$ cat config.mk
export PLATFORM = sky130hd
export DESIGN_NAME = seg_scan_driver
export DESIGN_NICKNAME = d
export VERILOG_FILES = /design/src/rtl/seg_disp_pkg.sv /design/src/rtl/hex_to_seg.sv /design/src/rtl/seg_scan_driver.sv
export SDC_FILE = /design/constraint.sdc
export NUM_CORES = 1
export LEC_CHECK = 0
export BUFFER_PORTS_ARGS = -buffer_cell sky130_fd_sc_hd__buf_4
export CORE_MARGIN = 5
export CORE_UTILIZATION = 39
export DETAILED_ROUTE_END_ITERATION = 16
export GPL_TIMING_DRIVEN = 1
export PLACE_DENSITY = 0.68
export SLEW_MARGIN = 5
export SYNTH_ARGS = -nofsm -noshare
export SYNTH_HDL_FRONTEND = slang
export SYNTH_SLANG_ARGS = --single-unit
$ cat constraint.sdc
create_clock -name clk -period 3.4 [get_ports clk]
set_input_delay 0.51 -clock clk [delete_from_list [all_inputs] [get_ports clk]]
set_output_delay 0.51 -clock clk [all_outputs]
set_load 0.01 [all_outputs]
$ cat src/rtl/seg_disp_pkg.sv
// Shared types and constants for the multiplexed 7-segment scan driver.
// Glyph table is indexed by nibble value; bit 0 = segment a, bit 6 = segment g.
package seg_disp_pkg;

    typedef enum logic {
        S_BLANK = 1'b0,
        S_ON    = 1'b1
    } scan_state_t;

    localparam logic [6:0] SEG_BLANK = 7'h00;

    localparam logic [15:0][6:0] GLYPH_TBL = {
        7'h71, 7'h79, 7'h5E, 7'h39, 7'h7C, 7'h77, 7'h6F, 7'h7F,
        7'h07, 7'h7D, 7'h6D, 7'h66, 7'h4F, 7'h5B, 7'h06, 7'h3F
    };

endpackage

$ cat src/rtl/hex_to_seg.sv
// Combinational hex nibble to 7-segment glyph decode.
module hex_to_seg
    import seg_disp_pkg::*;
(
    input  logic [3:0] nib_i,
    output logic [6:0] seg_o
);

    assign seg_o = GLYPH_TBL[nib_i];

endmodule

$ cat src/rtl/seg_scan_driver.sv
// Four-digit multiplexed 7-segment scanner with blank dead time between digits,
// frame-synchronous value update and optional leading-zero blanking.
module seg_scan_driver
    import seg_disp_pkg::*;
#(
    parameter int unsigned CLK_DIV  = 50000,
    parameter int unsigned ON_TICKS = 3
) (
    input  logic        clk,
    input  logic        rst_n,
    input  logic        en,
    input  logic        load,
    input  logic [15:0] value,
    input  logic        lz_blank,
    output logic [6:0]  seg,
    output logic [3:0]  dig_en,
    output logic        frame_done
);

    localparam int PW = (CLK_DIV > 1) ? $clog2(CLK_DIV) : 1;
    localparam int TW = $clog2(ON_TICKS + 1);
    localparam logic [PW-1:0] PRESC_MAX = PW'(CLK_DIV - 1);
    localparam logic [TW-1:0] ON_LAST   = TW'(ON_TICKS - 1);

    logic [PW-1:0] presc_q, presc_d;
    logic [TW-1:0] ticks_q, ticks_d;
    logic [1:0]    dig_q, dig_d;
    scan_state_t   state_q, state_d;
    logic [15:0]   shadow_q, shadow_d;
    logic [15:0]   active_q, active_d;
    logic [6:0]    seg_q, seg_d;
    logic [3:0]    dig_en_q, dig_en_d;
    logic          fd_q;

    logic       tick;
    logic       frame_wrap;
    logic [3:0] nib;
    logic       lz_zero;
    logic [6:0] glyph;

    assign tick       = en && (presc_q == PRESC_MAX);
    assign frame_wrap = tick && (state_q == S_ON) && (ticks_q == ON_LAST) && (dig_q == 2'd3);

    assign presc_d  = !en ? presc_q : (presc_q == PRESC_MAX) ? '0 : presc_q + PW'(1);
    assign shadow_d = load ? value : shadow_q;
    // Old shadow wins on a simultaneous load, so a frame never mixes values.
    assign active_d = frame_wrap ? shadow_q : active_q;

    always_ff @(posedge clk or negedge rst_n) begin
        if (!rst_n) begin
            presc_q  <= '0;
            ticks_q  <= '0;
            dig_q    <= '0;
            state_q  <= S_BLANK;
            shadow_q <= '0;
            active_q <= '0;
            seg_q    <= SEG_BLANK;
            dig_en_q <= '0;
            fd_q     <= 1'b0;
        end else begin
            presc_q  <= presc_d;
            ticks_q  <= ticks_d;
            dig_q    <= dig_d;
            state_q  <= state_d;
            shadow_q <= shadow_d;
            active_q <= active_d;
            seg_q    <= seg_d;
            dig_en_q <= dig_en_d;
            fd_q     <= frame_wrap;
        end
    end

    always_comb begin
        state_d = state_q;
        ticks_d = ticks_q;
        dig_d   = dig_q;
        if (tick) begin
            case (state_q)
                S_BLANK: begin
                    state_d = S_ON;
                    ticks_d = '0;
                end
                S_ON: begin
                    if (ticks_q == ON_LAST) begin
                        state_d = S_BLANK;
                        ticks_d = '0;
                        dig_d   = dig_q + 2'd1;
                    end else begin
                        ticks_d = ticks_q + TW'(1);
                    end
                end
                default: state_d = S_BLANK;
            endcase
        end
    end

    // Outputs are decoded from next-state values so the registered pins line up with the FSM.
    always_comb begin
        nib     = active_d[3:0];
        lz_zero = 1'b0;
        case (dig_d)
            2'd0: begin nib = active_d[3:0];   lz_zero = 1'b0;                     end
            2'd1: begin nib = active_d[7:4];   lz_zero = (active_d[15:4]  == '0);  end
            2'd2: begin nib = active_d[11:8];  lz_zero = (active_d[15:8]  == '0);  end
            2'd3: begin nib = active_d[15:12]; lz_zero = (active_d[15:12] == '0);  end
            default: begin nib = active_d[3:0]; lz_zero = 1'b0;                    end
        endcase
    end

    hex_to_seg u_hex_to_seg (
        .nib_i (nib),
        .seg_o (glyph)
    );

    always_comb begin
        seg_d    = SEG_BLANK;
        dig_en_d = '0;
        if (en && (state_d == S_ON)) begin
            dig_en_d = 4'(1) << dig_d;
            seg_d    = (lz_blank && lz_zero) ? SEG_BLANK : glyph;
        end
    end

    assign seg        = seg_q;
    assign dig_en     = dig_en_q;
    assign frame_done = fd_q;

endmodule

==> metrics.md, run 1 <==
| Metric | Value |
|---|---|
| Status | finished, final reports clean |
| Insertion delay to the later sink of the worst-skew pair | 0.34 ns |
| Area Growth Syn to Fin | 19.10% |
| Final RePlAce weighted congestion | around 0.9 |
| Setup TNS | 0 ns |
| Layout fillers | just under 800 |
| Final worst-path cycle share | 97.10% |
| Fmax | around 300 MHz |
| Synth Instances | 336 |
| RSZ-0062 raised after global routing | true |
| Synth Flop Type | dfrtp_1 |
| Final non-filler cell total | 493 |
| Final WL | 7.844 mm |
| Initial antenna violation count | 0 |
| Via count | approximately 2800 |
| Worst Path Required | around 3.7 ns |
| P_leak | approximately 0.0019 uW |
| Overall Global Routing Usage | roughly 15% |
| Height of the die | 105.1 um |
| Std-Cell Core Area | around 0.0088 sq mm |
| CP max stage delay | roughly 0.58 ns |
| Worst endpoint data arrival time | ~3.6 ns |
| YS warnings | 0 |
| Drt first-iter violations | 174 |
| Count of final hold-check violations | 0 |
| Top cell type's share of synthesized area | 46.16% |
| Cell with the most instances after synthesis | dfrtp_1 |
| Clock skew | around 0.0065 ns |
| Endpoint class of the critical path | register |
| Post-Synthesis Cell Area | ~0.0035 sq mm |
| Pwr Density | roughly 440 mW/mm^2 |
| WS Path Type | register to register |
| Area of the multi-input gates | between 0.0015 and 0.002 sq mm |
| Sequential fraction of the synthesis area | 46.16% |
| Area leader, netlist | dfrtp_1 |
| Routed length per instance | about 16 um |
| CTS tree | done |
| Post-Place Setup Slack | ~0.1 ns |
| Worst hold path type | primary input to async pin |
| EDFF count, synth | 0 |
| Syn Nets | 365 |
| Rows | 34 |
| Most used cell, CP | buf_4 |
| Overflow after GRT | 0 |
| Clk buf depth | 2 |
| # diodes | 0 |
| Share of layout cells above drive strength 1 | 29.61% |
| Final Max Tran Viols | 0 |
| Dpl cell area | ~0.0039 sq mm |
| Clock sink count | 65 |
| Fin nets | around 410 |
| Drt pass-1 iters | 4 |
| Post-Syn Area per Cell | 10.49 sq um |
| H-tree depth | 3 |
| Post-layout min period | roughly 3.3 ns |
| Seq. cell area | ~0.0016 sq mm |
| Port bufs | 32 |
| Crit path max fanout | 13 |
| Starting Density | just over 40% |
| Final WS setup | roughly 0.099 ns |
| ANT nets after route | 0 |
| Die width | 105.1 um |
| DIE AREA | between 0.01 and 0.015 sq mm |
| Slowest cell on the critical path | or4b_4 |
| Worst slew margin | roughly 47% |
| Cts bufs inserted | 9 |
| First-pass GRT wire length | 13.39 mm |
| Tot Pwr | roughly 1900 uW |
| Crit start category | register |
| Crit path cell chain | or4b_4 > or3_4 > or4_1 > a32oi_1 > a211oi_2 > buf_4 > buf_4 > buf_4 > ha_1 > nand2_1 > o211ai_1 > a21oi_1 |
| Max_cap viols | 0 |
| Worst-path clk slew | approximately 0.070 ns |
| Area contributors post-synth | dfrtp_1, mux2_2, nand2_1 |
| DP HPWL | 5.763 mm |
| Vias in the first global route | between 2000 and 3000 |
| Synth cell types | 57 |
| Synth async-reset ratio | 100.0% |
| Largest net degree at the start of global routing | between 60 and 70 |
| Max IR drop VDD | roughly 230 uV |
| #FFs+latches synth | 65 |
| Num ports | 33 |
| Clock root cell | clkbuf_8 |
| Vias per inst | approximately 5.6 |
| DRC errors left | 0 |
| Post-Place Cells | around 480 |
| Design area | ~0.0042 sq mm |
| Slew of the pin with the lowest slew margin | approximately 0.79 ns |
| Top cells by count, synth | dfrtp_1, mux2_2, nand2_1 |
| # setup viols final | 0 |
==> registers in the layout, indices dropped and copies added, names as in the netlist <==
register / cells
active_q: 16
presc_q: 16
shadow_q: 16
seg: 7
dig_en: 4
dig_q: 2
ticks_q: 2
frame_done: 1
state_q: 1
==> power by group <==
group | leakage, uW | switching (uW) | internal (uW)
sequential | 0.000845 | 70.9 | 831
clock | 0.000120 | 293 | 506
combinational | 0.000901 | 75.1 | 87.8
total | 0.00187 | 440 | 1420
==> logic make-up (layout without fill, tap and decap cells) <==
logic type               after synthesis  count (layout)  share of synthesized area, %
multiplexers                          44              44                         13.74
XOR/XNOR                              13              13                         3.232
buffers and inverters                 25              74                         3.196
AO/OA/AOI/OAI                         66              66                         13.25
AND/OR/NAND/NOR                      115             115                         17.58
adder cells (fa/ha/maj)                8               8                         2.841
flip-flops                            65              65                         46.16
==> final cells by class <==
class | instances | area share, %
Multi-Input combinational cell | 246 | 42.81
Tap cell | 108 | 3.220
Inverter | 11 | 0.9839
Sequential cell | 65 | 38.76
Timing Repair Buffer | 47 | 8.408
Clock buffer | 11 | 3.369
Clock inverter | 5 | 2.445
==> cell usage in the layout (no fill, tap or decap), types with 7 or more instances in the layout <==
| cell | synthesis | final |
|---|---|---|
| nor2_1 | 18 | 18 |
| dfrtp_1 | 65 | 65 |
| ha_1 | 8 | 8 |
| a21oi_1 | 11 | 11 |
| mux2_2 | 35 | 35 |
| inv_1 | 11 | 11 |
| o21ai_0 | 20 | 20 |
| mux2i_1 | 9 | 9 |
| nor4_1 | 8 | 7 |
| nand3_1 | 13 | 13 |
| clkbuf_8 | 0 | 10 |
| xnor2_1 | 8 | 8 |
| nand2_1 | 28 | 28 |
| nand4_1 | 8 | 8 |
| and3_1 | 8 | 8 |
| buf_4 | 1 | 47 |
| nor3_1 | 10 | 10 |
==> through the flow <==
step                      hold slack [ns]  utilization, %
final                              0.2593           47.89
after global routing               0.3313           47.89
after CTS                          0.2758           47.57
after detailed placement           0.4962           44.79
after global placement             0.4801           44.79
after floorplan                    0.2144               -
==> final timing paths <==
| path | end | depth (start not counted) | slack, ns | start |
|---|---|---|---|---|
| worst min register to register | active_q[4] | 1 | 0.51 | active_q[4] |
| worst max-delay path | seg[3] | 12 | 0.1 | presc_q[5] |
| worst min-delay path | shadow_q[11] | 1 | 0.26 | rst_n |
| min in group clk | shadow_q[2] | 2 | 0.39 | value[2] |
| max in group asynchronous | presc_q[15] | 1 | 2.63 | rst_n |
| worst max register to register | seg[3] | 12 | 0.1 | presc_q[5] |
==> critical path, delay by kind of cell (launching register included) <==
family / cells / cell delay (ns)
AO/OA/AOI/OAI: 4 / 0.53
buffers and inverters: 3 / 0.42
AND/OR/NAND/NOR: 4 / 1.61
flip-flops: 1 / 0.43
adder cells (fa/ha/maj): 1 / 0.22
==> metal layers <==
| metal | up-vias | global-route usage, % | part of all wire [%] |
|---|---|---|---|
| li1 | 1333 | - | - |
| met1 | 1329 | 20.40 | 48 |
| met2 | 79 | 21.76 | 45 |
| met3 | 14 | 3.761 | 5.6 |
| met4 | 0 | 7.123 | 2.2 |
| met5 | - | 0 | 0 |
==> repair_timing <==
action,4_1_cts,5_1_grt
setup buffers,0,2
endpoints found under the setup margin,0,5
resized for setup,0,2
hold buffers,0,0
Power figures use the tool's default switching activity.
==> run 2, diff against run 1 <==
--- a/config.mk
+++ b/config.mk
@@ -11,6 +11,7 @@
 export DETAILED_ROUTE_END_ITERATION = 16
 export GPL_TIMING_DRIVEN = 1
 export PLACE_DENSITY = 0.68
+export REMOVE_ABC_BUFFERS = 1
 export SLEW_MARGIN = 5
 export SYNTH_ARGS = -nofsm -noshare
 export SYNTH_HDL_FRONTEND = slang
==> run 2 against run 1 <==
Effect of this change: total power is 11% lower; critical path depth is 3 lower; sequential power hardly changed; final area is 1.7% lower; largest power group unchanged; largest cell class unchanged; global-route usage is 0.25 points lower; combinational power hardly changed; cell count is 1.0% lower; worst hold slack better by 0.0041 ns; maximum frequency is 2.2% higher.
==> metrics.md, run 2 (synthesis gave the netlist of run 1 again) <==
| Metric | Value |
|---|---|
| Status | finished, final reports clean |
| Largest net degree at the start of global routing | 66 (unchanged) |
| # setup viols final | 0 (unchanged) |
| RSZ-0062 raised after global routing | false |
| Worst hold path type | primary input to async pin |
| Clock sink count | 65 (unchanged) |
| Reg-to-reg critical path endpoint | seg[1] |
| Post-Place Setup Slack | -0.01031 ns (-0.1105 ns) |
| Flop2flop setup slack | 0.17 ns (+0.07 ns) |
| Drt first-iter violations | 202 (+16%) |
| CTS tree | done |
| ANT nets after route | 0 (unchanged) |
| Crit path cell chain | or4b_4 > or3_4 > or4_1 > a32oi_2 > a211oi_2 > buf_4 > ha_1 > nor3_1 > a311oi_2 |
| Final WS setup | 0.1686 ns (+0.07009 ns) |
| Rows | 34 (unchanged) |
| Final RePlAce weighted congestion | 0.8635 (-6.0%) |
| Fin nets | 405 (-0.98%) |
| Clock skew | 0.009775 ns (+0.003269 ns) |
| Slew of the pin with the lowest slew margin | 0.7894 ns (-0.003065 ns) |
| # diodes | 0 (unchanged) |
| Worst-path clk slew | 0.07 ns (about the same) |
| Post-layout min period | 3.231 ns (-0.07009 ns) |
| Slowest cell on the critical path | or4b_4 |
| H-tree depth | 3 (unchanged) |
| WS Path Type | register to register |
| Port bufs | 32 (unchanged) |
| Worst endpoint data arrival time | 3.43 ns (-0.14 ns) |
| Vias in the first global route | 2715 (-0.98%) |
| Initial antenna violation count | 0 (unchanged) |
| Num ports | 33 (unchanged) |
| Overall Global Routing Usage | 14.58% (-0.25 points) |
| Seq pwr share | 54.0% (+5.6 points) |
| Clock root cell | clkbuf_8 |
| Final worst-path cycle share | 95.04% (-2.1 points) |
| Clock share of power | 36.2% (-6.7 points) |
| Final Max Tran Viols | 0 (unchanged) |
| Commonest cells after routing, fill and taps aside | dfrtp_1, buf_4, mux2_2 |
| Fmax | 309.5 MHz (+2.2%) |
| Setup TNS | 0 ns (unchanged) |
| Area Growth Syn to Fin | 17.05% |
| Cts bufs inserted | 9 (unchanged) |
| Pwr Density | 403.6 mW/mm^2 (-9.2%) |
| Regs by FF count | active_q x16, presc_q x16, shadow_q x16 |
| Reported net switching power | 414.2 uW (-5.8%) |
| P_leak | 0.001820 uW (-2.5%) |
| Reg2reg path depth | 9 (-3) |
| Crit path max fanout | 13 (unchanged) |
| CP max stage delay | 0.57 ns (about the same) |
| DP HPWL | 5.571 mm (-3.3%) |
| Count of final hold-check violations | 0 (unchanged) |
| DIE AREA | 0.01104 sq mm (unchanged) |
| Worst Path Required | 3.59 ns (-0.08 ns) |
| Tot Pwr | 1665 uW (-11%) |
| Overflow after GRT | 0 (unchanged) |
| Share of layout cells above drive strength 1 | 28.42% (-1.2 points) |
| Crit path capture | seg[1] |
| Layout fillers | 834 (+6.0%) |
| Max IR drop VDD | 174.9 uV (-23%) |
| Std-Cell Core Area | 0.008763 sq mm (unchanged) |
| Max_cap viols | 0 (unchanged) |
| Starting Density | 40.21% (unchanged) |
| DRC errors left | 0 (unchanged) |
| Drt pass-1 iters | 4 (unchanged) |
| Seq. cell area | 0.001627 sq mm (unchanged) |
| Height of the die | 105.1 um (unchanged) |
| Endpoint class of the critical path | register |
| Via count | 2731 (-0.87%) |
| Routed length per instance | 15.70 um (-1.3%) |
| Reg2reg start | presc_q[5] |
| First-pass GRT wire length | 13.24 mm (-1.1%) |
| Worst slew margin | 47.38% (+0.20 points) |
| Pint | 1250 uW (-12%) |
| Min Hold Slack | 0.2634 ns (+0.004123 ns) |
| Area of the multi-input gates | 0.001809 sq mm (+0.70%) |
| Final WL | 7.664 mm (-2.3%) |
| Vias per inst | 5.596 (+0.14%) |
| Crit start category | register |
| Switching share of total power | 24.88% (+1.3 points) |
| Clk buf depth | 2 (unchanged) |
| Die width | 105.1 um (unchanged) |
| Insertion delay to the later sink of the worst-skew pair | 0.34 ns (about the same) |
| Setup crit start | presc_q[5] |
| Most common cell after layout, fill and taps aside | dfrtp_1 |
| Combinational power share | 9.8% (+1.1 points) |
-- run 2: worst min-delay path by stage --
stage                        end  slack [ns]   startpoint  cells past startpoint
global route        active_q[12]        0.34        rst_n                      1
floorplan            active_q[0]        0.21        rst_n                      0
detailed placement   active_q[4]        0.50  active_q[4]                      1
finish              active_q[12]        0.26        rst_n                      1
global placement      ticks_q[1]        0.48   ticks_q[1]                      2
CTS                 shadow_q[12]        0.29        rst_n                      1
-- run 2: what timing repair did --
item	4_1_cts	5_1_grt
setup buffers	3	0
setup endpoints to repair	1	5
gates resized for setup	0	5
pin swaps	1	1
hold buffers	0	0
-- run 2: final cells by class --
type                       instances  area share, %
multi-input combinational        246          43.87
sequential                        65          39.44
timing repair buffer              43          8.131
tap                              108          3.277
clock buffer                      11          3.186
clock inverter                     4          1.092
inverter                          11          1.001
-- run 2: stage by stage --
| step | std cells | util (%) | area (sq um) |
|---|---|---|---|
| floorplan | 322 | - | 3452 |
| global placement | 470 | 44.50 | 3900 |
| CTS | 488 | 46.77 | 4099 |
| finish | 488 | 47.06 | 4124 |
| global route | 488 | 47.06 | 4124 |
| detailed placement | 470 | 44.50 | 3900 |
-- run 2: power groups by stage --
stage	Clock (uW)	Sequential (uW)	Combinational, uW
floorplan	0	894	101
global placement	0	908	158
detailed placement	0	911	166
CTS	625	898	165
global route	654	913	189
finish	603	899	163
-- run 2: per-layer routing --
| layer | global-route usage [%] | vias up | wire (um) |
|---|---|---|---|
| met5 | 0 | - | 0 |
| met4 | 6.758 | 0 | 141 |
| met3 | 2.959 | 15 | 402 |
| met2 | 20.50 | 77 | 3427 |
| met1 | 21.42 | 1325 | 3693 |
| li1 | - | 1314 | - |
-- run 2: worst max-delay path, delay by kind of cell (launching register included) --
kind / cells / cell delay (ns)
buffers and inverters: 1 / 0.17
DFF: 1 / 0.42
adders and majority gates: 1 / 0.30
AOI/OAI and AO/OA: 3 / 0.40
and+or+nand+nor: 4 / 1.79
